==> src/rtl/flit_rx_vc_buffer.sv <==
// ============================================================================
// Module   : flit_rx_vc_buffer
// Function : receive-side flit buffer with one FIFO per virtual channel,
//            fixed-priority merge (highest non-empty VC) onto one output stream.
//            Optional feature macro: RX_OVF_CHECK_EN (sticky overflow flag).
// Revision : 1.0 - initial release
// ============================================================================
`default_nettype none

module flit_rx_vc_buffer #(
  parameter int FLIT_WIDTH = 34,
  parameter int N_VIRT_CHN = 3,
  parameter int BUFF_DEPTH = 4,
  localparam int VCW = (N_VIRT_CHN > 1) ? $clog2(N_VIRT_CHN) : 1
) (
  input  logic                  clk,
  input  logic                  arst,
  input  logic                  fin_valid,
  input  logic [VCW-1:0]        fin_vc_id,
  input  logic [FLIT_WIDTH-1:0] fin_data,
  output logic [N_VIRT_CHN-1:0] fin_ready,
  output logic                  fout_valid,
  output logic [VCW-1:0]        fout_vc_id,
  output logic [FLIT_WIDTH-1:0] fout_data,
  input  logic                  fout_ready,
  output logic                  err_ovf
);

  localparam int c_PTR_W = (BUFF_DEPTH > 1) ? $clog2(BUFF_DEPTH) : 1;
  localparam int c_CNT_W = $clog2(BUFF_DEPTH + 1);

  logic [N_VIRT_CHN-1:0] w_nonempty;
  logic [N_VIRT_CHN-1:0] w_push;
  logic [N_VIRT_CHN-1:0] w_pop;
  logic [FLIT_WIDTH-1:0] w_head [N_VIRT_CHN];
  logic [VCW-1:0]        w_sel;
  logic                  w_vc_legal;

  // Non-power-of-two VC counts leave encodings that address no FIFO.
  assign w_vc_legal = (int'(fin_vc_id) < N_VIRT_CHN);

  for (genvar v = 0; v < N_VIRT_CHN; v++) begin : g_vc
    logic [FLIT_WIDTH-1:0] r_mem [BUFF_DEPTH];
    logic [c_PTR_W-1:0]    r_wr_ptr;
    logic [c_PTR_W-1:0]    r_rd_ptr;
    logic [c_CNT_W-1:0]    r_count;

    // Ready depends only on the registered count, never on fout_ready.
    assign fin_ready[v]  = (r_count != c_CNT_W'(BUFF_DEPTH));
    assign w_nonempty[v] = (r_count != '0);
    assign w_push[v]     = fin_valid && w_vc_legal && (fin_vc_id == VCW'(v)) && fin_ready[v];
    assign w_pop[v]      = fout_valid && fout_ready && (w_sel == VCW'(v));
    assign w_head[v]     = r_mem[r_rd_ptr];

    always_ff @(posedge clk or negedge arst) begin
      if (!arst) begin
        r_wr_ptr <= '0;
        r_rd_ptr <= '0;
        r_count  <= '0;
      end else begin
        if (w_push[v]) begin
          r_wr_ptr <= r_wr_ptr + c_PTR_W'(1);
        end
        if (w_pop[v]) begin
          r_rd_ptr <= r_rd_ptr + c_PTR_W'(1);
        end
        case ({w_push[v], w_pop[v]})
          2'b10:   r_count <= r_count + c_CNT_W'(1);
          2'b01:   r_count <= r_count - c_CNT_W'(1);
          default: r_count <= r_count;
        endcase
      end
    end

    // Storage carries no reset; stale entries are never visible because
    // the output is gated by the per-VC count.
    always_ff @(posedge clk) begin
      if (w_push[v]) begin
        r_mem[r_wr_ptr] <= fin_data;
      end
    end
  end

  // Later iterations overwrite earlier ones, so the highest index wins.
  always_comb begin
    w_sel = '0;
    for (int v = 0; v < N_VIRT_CHN; v++) begin
      if (w_nonempty[v]) begin
        w_sel = VCW'(v);
      end
    end
  end

  assign fout_valid = |w_nonempty;
  assign fout_vc_id = fout_valid ? w_sel : '0;
  assign fout_data  = fout_valid ? w_head[w_sel] : '0;

`ifdef RX_OVF_CHECK_EN
  logic w_ovf_evt;
  logic r_err_ovf;

  // Any offered flit that is not accepted is either a full-VC push or an
  // illegal VC id; both count as overflow.
  assign w_ovf_evt = fin_valid && !(|w_push);

  always_ff @(posedge clk or negedge arst) begin
    if (!arst) begin
      r_err_ovf <= 1'b0;
    end else if (w_ovf_evt) begin
      r_err_ovf <= 1'b1;
      $error("flit_rx_vc_buffer: overflow or illegal VC push (vc=%0d)", fin_vc_id);
    end
  end

  assign err_ovf = r_err_ovf;
`else
  assign err_ovf = 1'b0;
`endif

endmodule

`default_nettype wire

==> config.mk <==
export PLATFORM = sky130hd
export DESIGN_NAME = flit_rx_vc_buffer
export DESIGN_NICKNAME = d
export VERILOG_FILES = /design/src/rtl/flit_rx_vc_buffer.sv
export SDC_FILE = /design/constraint.sdc
export NUM_CORES = 1
export LEC_CHECK = 0
export ABC_AREA = 1
export BUFFER_PORTS_ARGS = -buffer_cell sky130_fd_sc_hd__buf_2
export CELL_PAD_IN_SITES_DETAIL_PLACEMENT = 0
export CELL_PAD_IN_SITES_GLOBAL_PLACEMENT = 1
export CORE_ASPECT_RATIO = 1.25
export CORE_MARGIN = 4
export CORE_UTILIZATION = 50
export CTS_CLUSTER_DIAMETER = 200
export DETAILED_ROUTE_END_ITERATION = 16
export MAX_ROUTING_LAYER = met4
export PLACE_DENSITY_LB_ADDON = 0.1
export SYNTH_ARGS = -nofsm -noshare
export SYNTH_HDL_FRONTEND = slang
export SYNTH_SLANG_ARGS = --single-unit
==> constraint.sdc <==
create_clock -name clk -period 3.4 [get_ports clk]
set_clock_uncertainty 0.2 [all_clocks]
set_input_delay 0.68 -clock clk [delete_from_list [all_inputs] [get_ports clk]]
set_output_delay 0.68 -clock clk [all_outputs]
set_load 0.02 [all_outputs]
# Word level (Yosys, flattened, before mapping)
# Memories as Yosys holds them, arrays and structs flattened.
# Cells that the tools add are included.
[word_totals]
out_inout_bits = 41
in_bits = 40
memories = 3
ram_bits = 408
regBits = 21
[memory_table]
columns = ["memory", "depth", "word_bits", "rd", "rd_ports_with_merged_regs", "write_ports", "line", "source"]
rows = [
  ["g_vc[0].r_mem", 4, 34, 1, 0, 1, "43", "logic [FLIT_WIDTH-1:0] r_mem [BUFF_DEPTH];"],
  ["g_vc[1].r_mem", 4, 34, 1, 0, 1, "43", ""],
  ["g_vc[2].r_mem", 4, 34, 1, 0, 1, "43", ""],
]
[op_classes]
bitwise_logic = 1
addsub = 12
n_lt_le_gt_ge = 2
n_mux = 16
n_eq_ne = 13
reduce_logical = 20
[op_table]
columns = ["operator", "count"]
rows = [
  ["34-bit 2-to-1 mux", 3],
  ["34-bit binary-select mux with 2-bit select", 1],
  ["3-bit case mux with 2 select lines", 3],
  ["2-bit by 1-bit adder with 2-bit output, second input constant", 6],
  ["1-bit logical AND", 11],
  ["2-bit by 1-bit equality test with 1-bit output, second input constant", 5],
  ["2-bit equality test, second input constant", 5],
  ["3-bit by 1-bit adder with 3-bit output, second input constant", 3],
  ["3-bit != test, second input constant", 3],
  ["3-bit nonzero test", 3],
  ["3-bit by 1-bit subtractor with 3-bit output, second input constant", 3],
  ["1-bit 2-to-1 mux", 7],
  ["2-bit nonzero test", 3],
  ["2-bit logical NOT", 2],
  ["2-bit 2-to-1 mux", 2],
  ["3-bit greater-or-equal comparator, second input constant", 1],
  ["2-bit NOT with 3-bit output", 1],
  ["3-bit OR reduction", 1],
  ["2-bit less-than comparator, second input constant", 1],
]

# Longest topological paths before layout
[logic_depth]
ltp_word = 8
mapped_depth = 12
depth_no_buf = 12

# Worst setup path after synthesis
# No wires, ideal clock.
[synth_path]
path_kind = "input to register"
startpoint = "input port fin_vc_id[0]"
endpoint = "memory g_vc[2].r_mem[0][0] (enable)"
path_buffers = 0
path_slack_ps = 254
cell_stages = 3
arrival_ps = 2521
cell_sequence = "inv_1 > nand4_1 > nor2_1"
[synth_between]
elab_chain_len = 6
word_cells_on_any_way = 7
[synth_rtl]
columns = ["item", "line", "source"]
rows = [
  ["start: declaration", "19", "input logic [VCW-1:0] fin_vc_id,"],
  ["2-bit less-than comparator", "40", "assign w_vc_legal = (int'(fin_vc_id) < N_VIRT_CHN);"],
  ["1-bit logical AND", "51", "assign w_push[v] = fin_valid && w_vc_legal && (fin_vc_id == VCW'(v)) && fin_ready[v];"],
  ["1-bit logical AND * (2 in series)", "51", ""],
  ["1-bit 2-to-1 mux *", "78", "if (w_push[v]) begin"],
  ["1-bit 2-to-1 mux (implied by the code) *", "79", "r_mem[r_wr_ptr] <= fin_data;"],
  ["end: declaration", "43", ""],
]
# Every way passes the cells marked *; elsewhere a longest branch is shown, timed or not.

# Worst setup path in the final report
[layout_path]
startpoint = "register g_vc[0].r_rd_ptr[0]"
endpoint = "output port fout_data[27]"
[layout_between]
elab_chain_len = 5
[layout_rtl]
columns = ["item", "line", "source"]
rows = [
  ["start: declaration", "45", "logic [c_PTR_W-1:0] r_rd_ptr;"],
  ["start signal: assignment", "65", "r_rd_ptr <= r_rd_ptr + c_PTR_W'(1);"],
  ["memory 4 x 34 bit", "-", ""],
  ["34-bit binary-select mux with 2-bit select", "96", "assign fout_data = fout_valid ? w_head[w_sel] : '0;"],
  ["34-bit 2-to-1 mux (implied by the code) (2 in series)", "96", ""],
  ["34-bit 2-to-1 mux", "96", ""],
  ["end: declaration", "24", "output logic [FLIT_WIDTH-1:0] fout_data,"],
]
# No other way between the ends. The select of a mux whose other input is x is not followed.

==> flow_metrics.env <==
export IMPL_crit_end="fout_data[27]"
export IMPL_rows=76
export IMPL_dpl_worst_slack_ns=0.489
export IMPL_grt_overflow=0
export IMPL_postSynthNetCount=1582
export IMPL_fin_crit_sh=0.942
export IMPL_synth_mux_area_frac=0
export IMPL_max_freq_ghz=0.312
export IMPL_hold_viol=0
export IMPL_ys_seq_elements=429
export IMPL_multi_input_area_um2=4400
export IMPL_clock_sinks=429
export IMPL_dp_hpwl_mm=22.8
export IMPL_placed_area_um2=18800
export IMPL_dp_cells=2030
export IMPL_clock_root_buffer="clkbuf_16"
export IMPL_end_kind="output pin"
export IMPL_clockBufferDepth=3
export IMPL_tightestPinTransition_ns=0.643
export IMPL_place_congestion=0.787
export IMPL_avgRoutedWirePerCell_um=19.9
export IMPL_num_fill_cells=2877
export IMPL_syn_inst=1524
export IMPL_cp_required_ns=2.52
export IMPL_hold_class="in2reg"
export IMPL_synth_fa_ha_area_frac=0.0140
export IMPL_synth_xor_area_frac=0.00644
export IMPL_nets=1665
export IMPL_status="finished, final reports clean"
export IMPL_antenna_found_initial=0
export IMPL_avgSynthCellArea_um2=11.6
export IMPL_postLayoutCellArea_um2=20200
export IMPL_yosys_most_used_dff="edfxtp_1"
export IMPL_p_leak_nw=7.74
export IMPL_setup_tns_final_ns=0
export IMPL_postRouteAntennaNets=0
export IMPL_path_clk_slew_ns=0.06
export IMPL_drt_initial_drc_count=643
export IMPL_globalRouteMet2Util=0.392
export IMPL_vias=11250
export IMPL_seq_area_um2=12800
export IMPL_cts_tree="yes"
export IMPL_grt_use_total=0.228
export IMPL_viasPerCell=5.34
export IMPL_io_pins=81
export IMPL_rsz0062_at_grt="no"
export IMPL_die_h_um=218
export IMPL_final_max_slew_violation_count=0
export IMPL_path_max_fanout=70
export IMPL_diodes=0
export IMPL_fin_cells=2107
export IMPL_setup_viol_count_final=0
export IMPL_crit_path_start="g_vc[0].r_rd_ptr[0]$_DFFE_PN0P_"
export IMPL_grt_max_degree=71
export IMPL_grt_busiest_layer="met2"
export IMPL_met1_usage=0.282
export IMPL_drt_first_pass_iters=5
export IMPL_crit_type="reg2out"
export IMPL_drc_errors=0
export IMPL_yosys_warnings=0
export IMPL_first_global_vias=11288
export IMPL_clock_latency_ns=0.54
export IMPL_finalCriticalPeriod_ns=3.20
export IMPL_setup_ws_ns=0.197
export IMPL_ys_seq_area_frac=0.722
export IMPL_syn_area_um2=17700
export IMPL_cp_arrival_ns=2.32
export IMPL_io_buffers=79
export IMPL_peakVddDrop_mv=0.690
export IMPL_drive_above_1_share=0.135
export IMPL_synth_top_family_by_area="simple AND/OR/NAND/NOR gates"
export IMPL_synth_compound_area_frac=0.0212
export IMPL_dieArea_um2=38500
export IMPL_htree_levels=2
export IMPL_async_flop_share=0.0490
export IMPL_area_delta_synth_final_pct=14.1
export IMPL_fin_total_pwr_mw=16.8
export IMPL_use_met3=0.0324
export IMPL_die_w_um=176
export IMPL_wl_mm=41.9
export IMPL_max_slew_margin=0.571
export IMPL_r2r_setup_slack_ns=0.58
export IMPL_cp_start_kind="flop"
export IMPL_r2r_cells=12
export IMPL_coreArea_um2=34700
export IMPL_synthSimpleGateAreaFrac=0.201
export IMPL_start_util=0.510
export IMPL_maxCapViolCount=0
export IMPL_r2r_end="g_vc[0].r_count[2]$_DFFE_PN0P_"
export IMPL_synth_distinct_cells=30
export IMPL_power_density_nw_per_um2=831
export IMPL_synth_edf_count=408
export IMPL_r2r_start="g_vc[2].r_count[0]$_DFFE_PN0P_"
export IMPL_grt_pass1_wl_mm=64.7
export IMPL_cts_made_buffers=42
[through the flow]
step | hold WS [ns] | util
after global placement | 0.283 | 0.541
after global routing | 0.244 | 0.581
after detailed placement | 0.288 | 0.541
after floorplan | 0.184 | -
after CTS | 0.230 | 0.581
final | 0.258 | 0.581
[worst min path at each step]
| stage | from | to | cells after the start |
|---|---|---|---|
| 4_1_cts | fout_ready | g_vc[0].r_rd_ptr[1]$_DFFE_PN0P_ | 3 |
| 3_3_place_gp | g_vc[2].r_count[0]$_DFFE_PN0P_ | g_vc[2].r_count[0]$_DFFE_PN0P_ | 1 |
| 3_5_place_dp | g_vc[1].r_count[0]$_DFFE_PN0P_ | g_vc[1].r_count[0]$_DFFE_PN0P_ | 1 |
| 2_1_floorplan | arst | g_vc[0].r_count[0]$_DFFE_PN0P_ | 0 |
| 5_1_grt | fout_ready | g_vc[0].r_rd_ptr[1]$_DFFE_PN0P_ | 3 |
| 6_report | fout_ready | g_vc[0].r_rd_ptr[1]$_DFFE_PN0P_ | 3 |
[synth_stat cells (4+ instances only)]
master,n,area share
nor2_1,161,0.034
inv_1,30,0.0064
buf_6,8,0.0051
buf_4,6,0.0025
nand2_1,507,0.11
o21ai_1,11,0.0031
ha_1,15,0.011
o21ai_0,53,0.015
nand4_1,4,0.0014
dfrtp_1,21,0.030
xnor2_1,4,0.0020
buf_2,50,0.014
xor2_1,9,0.0045
clkbuf_1,13,0.0028
inv_2,11,0.0023
edfxtp_1,408,0.69
nand3_1,180,0.051
a21oi_1,11,0.0031
nand3b_1,4,0.0017
[registers in the layout, indices dropped and copies added (netlist names)]
| signal | count |
|---|---|
| g_vc.r_mem | 408 |
| g_vc.r_count | 9 |
| g_vc.r_wr_ptr | 6 |
| g_vc.r_rd_ptr | 6 |
[routing by layer]
| layer | share of wire | routed length [um] |
|---|---|---|
| met1 | 0.41 | 17100 |
| met2 | 0.51 | 21500 |
| met3 | 0.050 | 2100 |
| met4 | 0.028 | 1180 |
| met5 | 0 | 0 |
[final cells by class]
| class | instances | share of cell area |
|---|---|---|
| clock buffers | 51 | 0.0569 |
| clock inverters | 25 | 0.0112 |
| inverters | 42 | 0.00806 |
| multi-input cells | 973 | 0.218 |
| flip-flops and latches | 429 | 0.633 |
| well taps | 468 | 0.0290 |
| repair buffers | 119 | 0.0434 |
[logic make-up (layout without fill, tap and decap cells)]
group	after synthesis	in the layout
AND/OR/NAND/NOR	866	866
buffers and inverters	122	237
adder cells (fa/ha/maj)	18	18
other	1	1
XOR/XNOR	13	13
AO/OA/AOI/OAI	75	75
flip-flops	429	429
[timing repair]
action | CTS | global route
setup endpoints to repair | 2 | 22
buffers inserted | 0 | 0
endpoints found under the hold margin | 21 | 0
hold buffers | 1 | 0
resized for setup | 1 | 6
[cells in the final DEF, fill, tap and decap left out, types with 2 or more instances in the layout]
cell type   netlist  final
clkinv_2          0     14
clkbuf_1         13      6
clkbuf_16         0     45
inv_2            11      9
bufinv_16         0      4
nand3b_1          4      4
dfrtp_1          21     15
nand3_1         180    180
nor2_1          161    149
o21ai_1          11     11
fa_1              3      3
o21ai_0          53     53
nand3_2           2      2
a21oi_1          11     11
nand4_1           4      4
ha_1             15     15
clkinvlp_4        0      2
nor2_2            2      2
nor2_4            2     14
edfxtp_1        408    408
xnor2_1           4      4
buf_4             6     22
xor2_1            9      9
inv_1            30     30
clkinv_1          0      6
dfrtp_2           0      6
buf_6             8      4
buf_12            0     13
nand2_1         507    507
buf_2            50     79
[power by group]
group / leakage (nW) / total [mW] / internal [mW] / switching (mW)
Combinational: 3.13 / 5.82 / 1.72 / 4.10
Sequential: 3.92 / 6.33 / 6.19 / 0.144
Clock: 0.679 / 4.62 / 2.71 / 1.91
Total: 7.74 / 16.8 / 10.6 / 6.15
[critical path, cell delays in order, from the launching register on]
cell and delay (ns):
dfrtp_2 0.38, buf_6 0.50, nand2_1 0.11, nand3_1 0.11, nand2_1 0.06, nand2_1 0.06, nand2_1 0.05, nor2_1 0.27
buf_2 0.23
(Power assumes the default switching activity.)
